[config.mk]
export PLATFORM = sky130hd
export DESIGN_NAME = ysyx_pcgen_flat
export DESIGN_NICKNAME = d
export VERILOG_FILES = /design/src/rtl/ysyx_pcgen_if.sv /design/src/rtl/ysyx_pcgen.sv /design/src/flat_wrapper.sv
export SDC_FILE = /design/constraint.sdc
export NUM_CORES = 1
export LEC_CHECK = 0
export CAP_MARGIN = 20
export CORE_ASPECT_RATIO = 0.7
export CORE_MARGIN = 4
export CORE_UTILIZATION = 35
export CTS_BUF_LIST = sky130_fd_sc_hd__clkbuf_8 sky130_fd_sc_hd__clkbuf_16
export CTS_CLUSTER_DIAMETER = 40
export DETAILED_ROUTE_END_ITERATION = 10
export PLACE_DENSITY = 0.61
export SYNTH_ARGS = -nofsm -noshare
export SYNTH_HDL_FRONTEND = slang
export SYNTH_SLANG_ARGS = --single-unit
[constraint.sdc]
create_clock -name clk -period 2.5 [get_ports clk]
set_input_delay 0.5 -clock clk [delete_from_list [all_inputs] [get_ports clk]]
set_output_delay 0.5 -clock clk [all_outputs]
set_load 0.01 [all_outputs]
[src/rtl/ysyx_pcgen_if.sv]
// Front-end PC request bundle between the next-PC generator (master) and the IFU (slave).
interface ysyx_pcgen_if #(
  parameter int XLEN    = 32,
  parameter int EPOCH_W = 3
);
  logic               flush_valid;
  logic [XLEN-1:0]    flush_pc;
  logic               pred_valid;
  logic [XLEN-1:0]    pred_pc;
  logic [EPOCH_W-1:0] pred_epoch;
  logic               pc_ready;
  logic               pc_valid;
  logic [XLEN-1:0]    pc_o;
  logic [3:0]         pc_cnt;
  logic [EPOCH_W-1:0] epoch_o;
  logic               redirect_o;
  logic               misalign_o;

  modport master (
    input  flush_valid, flush_pc, pred_valid, pred_pc, pred_epoch, pc_ready,
    output pc_valid, pc_o, pc_cnt, epoch_o, redirect_o, misalign_o
  );

  modport slave (
    output flush_valid, flush_pc, pred_valid, pred_pc, pred_epoch, pc_ready,
    input  pc_valid, pc_o, pc_cnt, epoch_o, redirect_o, misalign_o
  );
endinterface

[src/rtl/ysyx_pcgen.sv]
// Next-PC generator: issues aligned fetch-group PCs, arbitrates flush > prediction > sequential,
// and tags each group with a speculation epoch bumped on every flush.
`ifndef YSYX_W_WIDTH
`define YSYX_W_WIDTH 32
`endif
`ifndef YSYX_PC_INIT
`define YSYX_PC_INIT 32'h8000_0000
`endif

module ysyx_pcgen #(
  parameter int                XLEN      = `YSYX_W_WIDTH,
  parameter logic [XLEN-1:0]   PC_INIT   = `YSYX_PC_INIT,
  parameter int                FETCH_W   = 2,
  parameter int                EPOCH_W   = 3,
  parameter int                BOOT_HOLD = 2
) (
  input logic clk,
  input logic rst,
  ysyx_pcgen_if.master bus
);
  localparam int G     = FETCH_W * 4;
  localparam int OFF_W = $clog2(FETCH_W);
  localparam int BW    = $clog2(BOOT_HOLD + 1);
  localparam logic [XLEN-1:0] GMASK = ~(XLEN'(G - 1));

  typedef enum logic [1:0] {S_BOOT, S_RUN, S_BUBBLE} state_e;

  state_e             state_q, state_d;
  logic [XLEN-1:0]    pc_q, pc_d;
  logic [EPOCH_W-1:0] epoch_q, epoch_d;
  logic               redir_q, redir_d;
  logic               mis_q, mis_d;
  logic               pend_vld_q, pend_vld_d;
  logic [XLEN-1:0]    pend_pc_q, pend_pc_d;
  logic [BW-1:0]      boot_cnt_q, boot_cnt_d;

  logic fire, pred_ok;

  always_ff @(posedge clk) begin
    if (rst) begin
      state_q    <= S_BOOT;
      pc_q       <= PC_INIT;
      epoch_q    <= '0;
      redir_q    <= 1'b1;
      mis_q      <= 1'b0;
      pend_vld_q <= 1'b0;
      pend_pc_q  <= '0;
      boot_cnt_q <= BW'(BOOT_HOLD);
    end else begin
      state_q    <= state_d;
      pc_q       <= pc_d;
      epoch_q    <= epoch_d;
      redir_q    <= redir_d;
      mis_q      <= mis_d;
      pend_vld_q <= pend_vld_d;
      pend_pc_q  <= pend_pc_d;
      boot_cnt_q <= boot_cnt_d;
    end
  end

  always_comb begin
    state_d    = state_q;
    pc_d       = pc_q;
    epoch_d    = epoch_q;
    redir_d    = 1'b0;
    mis_d      = mis_q;
    pend_vld_d = pend_vld_q;
    pend_pc_d  = pend_pc_q;
    boot_cnt_d = boot_cnt_q;

    fire    = (state_q == S_RUN) && bus.pc_ready;
    // A flush in the same cycle makes the prediction stale, so it never counts.
    pred_ok = bus.pred_valid && (bus.pred_epoch == epoch_q) && !bus.flush_valid;

    case (state_q)
      S_BOOT: begin
        boot_cnt_d = (boot_cnt_q == '0) ? '0 : boot_cnt_q - BW'(1);
        if (boot_cnt_q <= BW'(1)) state_d = S_RUN;
      end
      S_BUBBLE: state_d = S_RUN;
      default:  state_d = state_q;
    endcase

    if (bus.flush_valid) begin
      pc_d       = {bus.flush_pc[XLEN-1:2], 2'b00};
      epoch_d    = epoch_q + EPOCH_W'(1);
      pend_vld_d = 1'b0;
      redir_d    = 1'b1;
      if (bus.flush_pc[1:0] != 2'b00) mis_d = 1'b1;
      // Boot keeps counting down; otherwise insert (or restart) the one-cycle bubble.
      state_d    = (state_q == S_BOOT) ? S_BOOT : S_BUBBLE;
    end else begin
      if (pred_ok && bus.pred_pc[1:0] != 2'b00) mis_d = 1'b1;
      if (fire) begin
        pend_vld_d = 1'b0;
        if (pred_ok)         pc_d = {bus.pred_pc[XLEN-1:2], 2'b00};
        else if (pend_vld_q) pc_d = pend_pc_q;
        else                 pc_d = (pc_q & GMASK) + XLEN'(G);
      end else if (pred_ok) begin
        pend_vld_d = 1'b1;
        pend_pc_d  = {bus.pred_pc[XLEN-1:2], 2'b00};
      end
    end
  end

  generate
    if (OFF_W == 0) begin : g_cnt1
      assign bus.pc_cnt = 4'd1;
    end else begin : g_cntn
      // Entering mid-group shortens the group to the remaining slots.
      logic [OFF_W-1:0] off;
      assign off        = pc_q[OFF_W+1:2];
      assign bus.pc_cnt = 4'(FETCH_W) - 4'(off);
    end
  endgenerate

  assign bus.pc_valid   = (state_q == S_RUN);
  assign bus.pc_o       = pc_q;
  assign bus.epoch_o    = epoch_q;
  assign bus.redirect_o = redir_q;
  assign bus.misalign_o = mis_q;
endmodule
[src/flat_wrapper.sv]
// flat-port wrapper written by rule: the top's interface ports become plain ports
module ysyx_pcgen_flat 
#(
  parameter int                XLEN      = `YSYX_W_WIDTH,
  parameter logic [XLEN-1:0]   PC_INIT   = `YSYX_PC_INIT,
  parameter int                FETCH_W   = 2,
  parameter int                EPOCH_W   = 3,
  parameter int                BOOT_HOLD = 2
)
  (clk, rst, bus_flush_valid, bus_flush_pc, bus_pred_valid, bus_pred_pc, bus_pred_epoch, bus_pc_ready, bus_pc_valid, bus_pc_o, bus_pc_cnt, bus_epoch_o, bus_redirect_o, bus_misalign_o);
  ysyx_pcgen_if #(.XLEN(XLEN), .EPOCH_W(EPOCH_W)) bus_i ();
  input logic clk;
  input logic rst;
  input wire logic [$bits(bus_i.flush_valid)-1:0] bus_flush_valid;
  input wire logic [$bits(bus_i.flush_pc)-1:0] bus_flush_pc;
  input wire logic [$bits(bus_i.pred_valid)-1:0] bus_pred_valid;
  input wire logic [$bits(bus_i.pred_pc)-1:0] bus_pred_pc;
  input wire logic [$bits(bus_i.pred_epoch)-1:0] bus_pred_epoch;
  input wire logic [$bits(bus_i.pc_ready)-1:0] bus_pc_ready;
  output wire logic [$bits(bus_i.pc_valid)-1:0] bus_pc_valid;
  output wire logic [$bits(bus_i.pc_o)-1:0] bus_pc_o;
  output wire logic [$bits(bus_i.pc_cnt)-1:0] bus_pc_cnt;
  output wire logic [$bits(bus_i.epoch_o)-1:0] bus_epoch_o;
  output wire logic [$bits(bus_i.redirect_o)-1:0] bus_redirect_o;
  output wire logic [$bits(bus_i.misalign_o)-1:0] bus_misalign_o;
  assign bus_i.flush_valid = bus_flush_valid;
  assign bus_i.flush_pc = bus_flush_pc;
  assign bus_i.pred_valid = bus_pred_valid;
  assign bus_i.pred_pc = bus_pred_pc;
  assign bus_i.pred_epoch = bus_pred_epoch;
  assign bus_i.pc_ready = bus_pc_ready;
  assign bus_pc_valid = bus_i.pc_valid;
  assign bus_pc_o = bus_i.pc_o;
  assign bus_pc_cnt = bus_i.pc_cnt;
  assign bus_epoch_o = bus_i.epoch_o;
  assign bus_redirect_o = bus_i.redirect_o;
  assign bus_misalign_o = bus_i.misalign_o;
  ysyx_pcgen #(.XLEN(XLEN), .PC_INIT(PC_INIT), .FETCH_W(FETCH_W), .EPOCH_W(EPOCH_W), .BOOT_HOLD(BOOT_HOLD)) u_core (.clk(clk), .rst(rst), .bus(bus_i));
endmodule
# ---- Word level (Yosys, flattened, before mapping)
# Cells that the tools add are included.
dict set report word_totals {
  inputBits 72
  register_bits 72
  memories 0
  latch_bits 0
  ramBits 0
  rom_bits 0
}
dict set report op_classes {
  n_eq_ne 5
  magnitude_cmp 1
  mux 13
  n_bitwise 2
  n_shift 0
  n_addsub 4
  reduce_logical 17
  mul 0
  div 0
}
# op count
set ops {}
lappend ops {{$mux W32} 4}
lappend ops {{$add A32 B4 Y32 const B} 1}
lappend ops {{$mux W2} 4}
lappend ops {{$reduce_bool A2 Y1} 4}
lappend ops {{$logic_and A1 B1 Y1} 4}
lappend ops {{$logic_not A2 Y1} 2}
lappend ops {{$mux W1} 4}
lappend ops {{$pmux W2 S2} 1}
lappend ops {{$reduce_and A2 Y1} 2}
lappend ops {{$add A3 B1 Y3 const B} 1}
lappend ops {{$eq A3 B3 Y1} 1}
lappend ops {{$ne A3 B2 Y1 const B} 1}
lappend ops {{$reduce_and A3 Y1} 1}
lappend ops {{$reduce_bool A3 Y1} 1}
lappend ops {{$reduce_or A3 Y1} 1}
lappend ops {{$sub A2 B1 Y3 const A} 1}
lappend ops {{$eq A2 B1 Y1 const B} 1}
lappend ops {{$eq A2 B2 Y1 const B} 1}
lappend ops {{$le A2 B1 Y1 const B} 1}
lappend ops {{$ne A2 B1 Y1 const B} 1}
lappend ops {{$not A1 Y1} 2}
lappend ops {{$reduce_or A2 Y1} 1}
lappend ops {{$sub A2 B1 Y2 const B} 1}
lappend ops {{$logic_not A1 Y1} 1}

# ---- Logic depth before layout (Yosys ltp)
dict set report depth {
  depth_word 6
  ltp_mapped 7
  depth_no_buf 6
}

# ---- Worst setup path before layout
# No wires, ideal clock.
dict set report synth_path {
  path_type {input port to flip-flop}
  from {in bus_pred_epoch[2]}
  to {reg u_core.pc_q[3] (netlist: u_core.bus.pc_o[3])}
  path_buffers 1
  t_arrival_ps 1893
  setup_slack_ps 486
  cell_stages 6
  path_cell_list {xor2_1 or4b_4 buf_6 o211ai_2 a21oi_1 o311a_1}
}
dict set report synth_via {
  elab_chain_cells 6
}
# element line_no
set synth_rtl {}
lappend synth_rtl {{start: declaration} flat_wrapper.sv:18} ;# input wire logic [$bits(bus_i.pred_epoch)-1:0] bus_pred_epoch;
lappend synth_rtl {{$eq A3 B3 Y1} ysyx_pcgen.sv:73} ;# pred_ok = bus.pred_valid && (bus.pred_epoch == epoch_q) && !bus.flush_valid;
lappend synth_rtl {{$logic_and A1 B1 Y1 (2 in series)} ysyx_pcgen.sv:73}
lappend synth_rtl {{$mux W32} ysyx_pcgen.sv:96} ;# if (pred_ok) pc_d = {bus.pred_pc[XLEN-1:2], 2'b00};
lappend synth_rtl {{$mux W32} ysyx_pcgen.sv:94} ;# if (fire) begin
lappend synth_rtl {{$mux W32} ysyx_pcgen.sv:84} ;# if (bus.flush_valid) begin
lappend synth_rtl {{end signal: assignment} ysyx_pcgen.sv:51} ;# pc_q <= pc_d;
lappend synth_rtl {{end: declaration} ysyx_pcgen.sv:29} ;# logic [XLEN-1:0] pc_q, pc_d;
# Every way passes these cells. The select of a mux whose other input is x is not followed.
# A chain may end at the register's enable or synchronous reset.

# ---- Worst setup path after layout
dict set report layout_path {
  from {in bus_pc_ready}
  to {reg u_core.pc_q[20] (netlist: u_core.bus.pc_o[20])}
}
dict set report layout_via {
  elab_chain_cells 2
}
# element line_no
set layout_rtl {}
lappend layout_rtl {{start: declaration} flat_wrapper.sv:19} ;# input wire logic [$bits(bus_i.pc_ready)-1:0] bus_pc_ready;
lappend layout_rtl {{$logic_and A1 B1 Y1} ysyx_pcgen.sv:71} ;# fire = (state_q == S_RUN) && bus.pc_ready;
lappend layout_rtl {{$reduce_bool A2 Y1 (no line)} -}
# Every way passes these cells.

==> impl_metrics.env <==
export IMPL_run_status="finished clean"
export IMPL_clkSlewWorstSetupHoldPaths_ns=0.06
export IMPL_initial_core_util_pct=35.85
export IMPL_area_growth_pct=41.76
export IMPL_cts_hold_buf=0
export IMPL_grt_pass1_wl_microns=24340
export IMPL_synth_warnings=0
export IMPL_regArea_sq_mm=0.001401
export IMPL_crit_path_max_fanout=11
export IMPL_post_cts_setup_buffer_count=0
export IMPL_post_route_period_util_pct=90.50
export IMPL_drt_iter0_markers=389
export IMPL_synthTopCellsByArea="dfxtp_1, nand2_1, a21oi_1"
export IMPL_fin_crit_ns=2.263
export IMPL_htree_levels=3
export IMPL_critPathBufInv=1
export IMPL_skew_ns=0.007942
export IMPL_ys_types=66
export IMPL_cts_path_max_buffers=2
export IMPL_die_w_microns=138.8
export IMPL_multi_input_area_sq_mm=0.002534
export IMPL_antenna_left=0
export IMPL_port_buffers=109
export IMPL_grt_usage_pct=21.70
export IMPL_place_inst=832
export IMPL_hold_violations=0
export IMPL_die_area_sq_mm=0.01381
export IMPL_maxCapViolations=0
export IMPL_synth_edff_count=0
export IMPL_finalSetupTns_ns=0
export IMPL_layout_nets=760
export IMPL_grt_pass1_vias=4611
export IMPL_ir_drop_mv=0.4623
export IMPL_grt_setup_unrepaired="no"
export IMPL_hpwl_microns=10650
export IMPL_avgViaCountPerCell=5.586
export IMPL_power_leakage_uw=0.002141
export IMPL_fillCellCount=1113
export IMPL_slew_violations=0
export IMPL_max_stage_delay_ns=0.94
export IMPL_crit_family="simple AND/OR/NAND/NOR gates"
export IMPL_synthArstFlopShare_pct=0
export IMPL_crit_type="in2reg"
export IMPL_wl_per_cell_microns=17.73
export IMPL_diodes=0
export IMPL_cts_made_buffers=9
export IMPL_maxSlewHeadroom_pct=20.67
export IMPL_synth_area_per_cell_sq_um=7.349
export IMPL_overflow=0
export IMPL_place_congestion=0.8414
export IMPL_fmax_mhz=442.0
export IMPL_synth_cells=570
export IMPL_end_kind="flop"
export IMPL_drive_gt1_share_pct=10.85
export IMPL_setup_violations=0
export IMPL_cp_slowest_cell="nor2_1"
export IMPL_core_rowCount=33
export IMPL_whs_ns=0.4564
export IMPL_worstPathRequired_ns=2.78
export IMPL_first_pass_iters=5
export IMPL_vias=4737
export IMPL_antenna_found_initial=0
export IMPL_cts_tree="done"
export IMPL_wl_microns=15040
export IMPL_synth_top_cell_area_share_pct=33.45
export IMPL_layout_cells_non_filler=848
export IMPL_worst_slew_pin_slew_ns=1.186
export IMPL_seq_area_frac_synth_pct=33.45
export IMPL_core_area_sq_mm=0.01169
export IMPL_synth_area_sq_mm=0.004189
export IMPL_cts_root_buf="clkbuf_16"
export IMPL_insertion_delay_ns=0.34
export IMPL_synth_seq_cells=70
export IMPL_cts_sinks=70
export IMPL_critical_path_arrival_ns=2.54
export IMPL_die_y_microns=99.53
export IMPL_yosys_most_used_dff="dfxtp_1"
export IMPL_hold_class="reg2reg"
export IMPL_grt_max_degree=45
export IMPL_drc=0
export IMPL_synth_top_cell_by_area="dfxtp_1"
export IMPL_p_per_area_mw_per_mm2=552.8
export IMPL_path_cells="clkdlybuf4s50_1, and3b_1, nor2_1, a22oi_1, nand3_1"
export IMPL_ioPinCount=114
export IMPL_cts_resized=0
export IMPL_start_kind="input pin"
[layout by cell type (no fill, tap or decap), types with 5 or more instances in the layout]
cell type,instances
a211oi_1,6
o22ai_1,12
clkdlybuf4s50_1,107
buf_4,38
nand2_1,128
nand3_1,35
o2bb2ai_1,5
xnor2_1,10
o31ai_1,10
a31oi_1,6
xor2_1,7
clkbuf_16,9
inv_1,12
mux2i_1,5
and4_1,5
dfxtp_1,70
a211o_1,7
nor2_1,21
o211ai_1,5
o21ai_0,28
nor3_1,10
a21oi_1,61
[metal layers]
metal  vias up  wire, microns  GRT usage (%)
li1       2284              -              -
met1      2202           7050          30.75
met2       229           6419          32.82
met3        22           1357          4.998
met4         0            208          6.767
met5         -              0              0
[synth_stat cells (all sizes together) (6+ instances only)]
library cell	n
o211ai	6
buf	22
inv	12
a211oi	6
clkbuf	26
nand3	37
o31ai	10
dfxtp	70
o21ai	30
o22ai	12
nor3	11
xor2	7
a31oi	6
a21oi	62
nand2	128
a211o	7
nor2	22
xnor2	10
[cell families after synthesis]
kind of cell / Yosys count / share of synthesized area (%)
AOI/OAI and AO/OA: 177 / 27.57
adders and majority gates: 2 / 0.5973
other: 1 / 0.08952
xor gates and xnor gates: 17 / 3.554
buffers and inverters: 60 / 6.481
muxes: 5 / 1.195
and+or+nand+nor: 238 / 27.06
DFF: 70 / 33.45
[power breakdown]
group	switching (uW)	leakage, uW	internal [uW]
Combinational	291	0.00140	314
Clock	502	0.000170	950
Sequential	56.6	0.000571	1170
[through the flow]
stage                     setup slack [ns]  cell area (sq um)  utilization [%]  total power (uW)
after floorplan                     0.4858               4200                -              1511
after global placement          -0.0003477               5603            47.95              1840
after detailed placement          -0.08174               5603            47.95              1847
after CTS                           0.2821               5938            50.82              3299
after global routing                0.1306               5938            50.82              3408
final                               0.2375               5938            50.82              3283
[worst min-delay path, cell delays in order (launching register included)]
cell and delay, ns:
dfxtp_1 0.31, nand2_1 0.05, a21oi_1 0.05
[worst paths after layout]
| path | start | end | slack [ns] | depth (start not counted) |
|---|---|---|---|---|
| worst max-delay path | bus_pc_ready | u_core.bus.pc_o[20]$_SDFFE_PP0P_ | 0.24 | 5 |
| worst min-delay path | u_core.pend_pc_q[25]$_SDFFE_PP0P_ | u_core.pend_pc_q[25]$_SDFFE_PP0P_ | 0.46 | 2 |
| worst max register to register | u_core.bus.pc_o[8]$_SDFFE_PP0P_ | u_core.bus.pc_o[27]$_SDFFE_PP0P_ | 0.36 | 5 |
| worst min register to register | u_core.pend_pc_q[25]$_SDFFE_PP0P_ | u_core.pend_pc_q[25]$_SDFFE_PP0P_ | 0.46 | 2 |
[sequential cells by signal, indices dropped and copies added (netlist names)]
| name | cells |
|---|---|
| u_core.bus.pc_o | 30 |
| u_core.pend_pc_q | 30 |
| u_core.bus.epoch_o | 3 |
| u_core.boot_cnt_q | 2 |
| u_core.state_q | 2 |
| u_core.bus.misalign_o | 1 |
| u_core.bus.redirect_o | 1 |
| u_core.pend_vld_q | 1 |
[cell type report]
| class | count | share of cell area (%) |
|---|---|---|
| multi-input combinational | 443 | 42.67 |
| inverter | 12 | 0.7585 |
| tap | 157 | 3.308 |
| sequential | 70 | 23.60 |
| timing repair buffer | 150 | 24.02 |
| clock buffer | 12 | 4.488 |
| clock inverter | 4 | 1.159 |
Power figures use the tool's default switching activity.
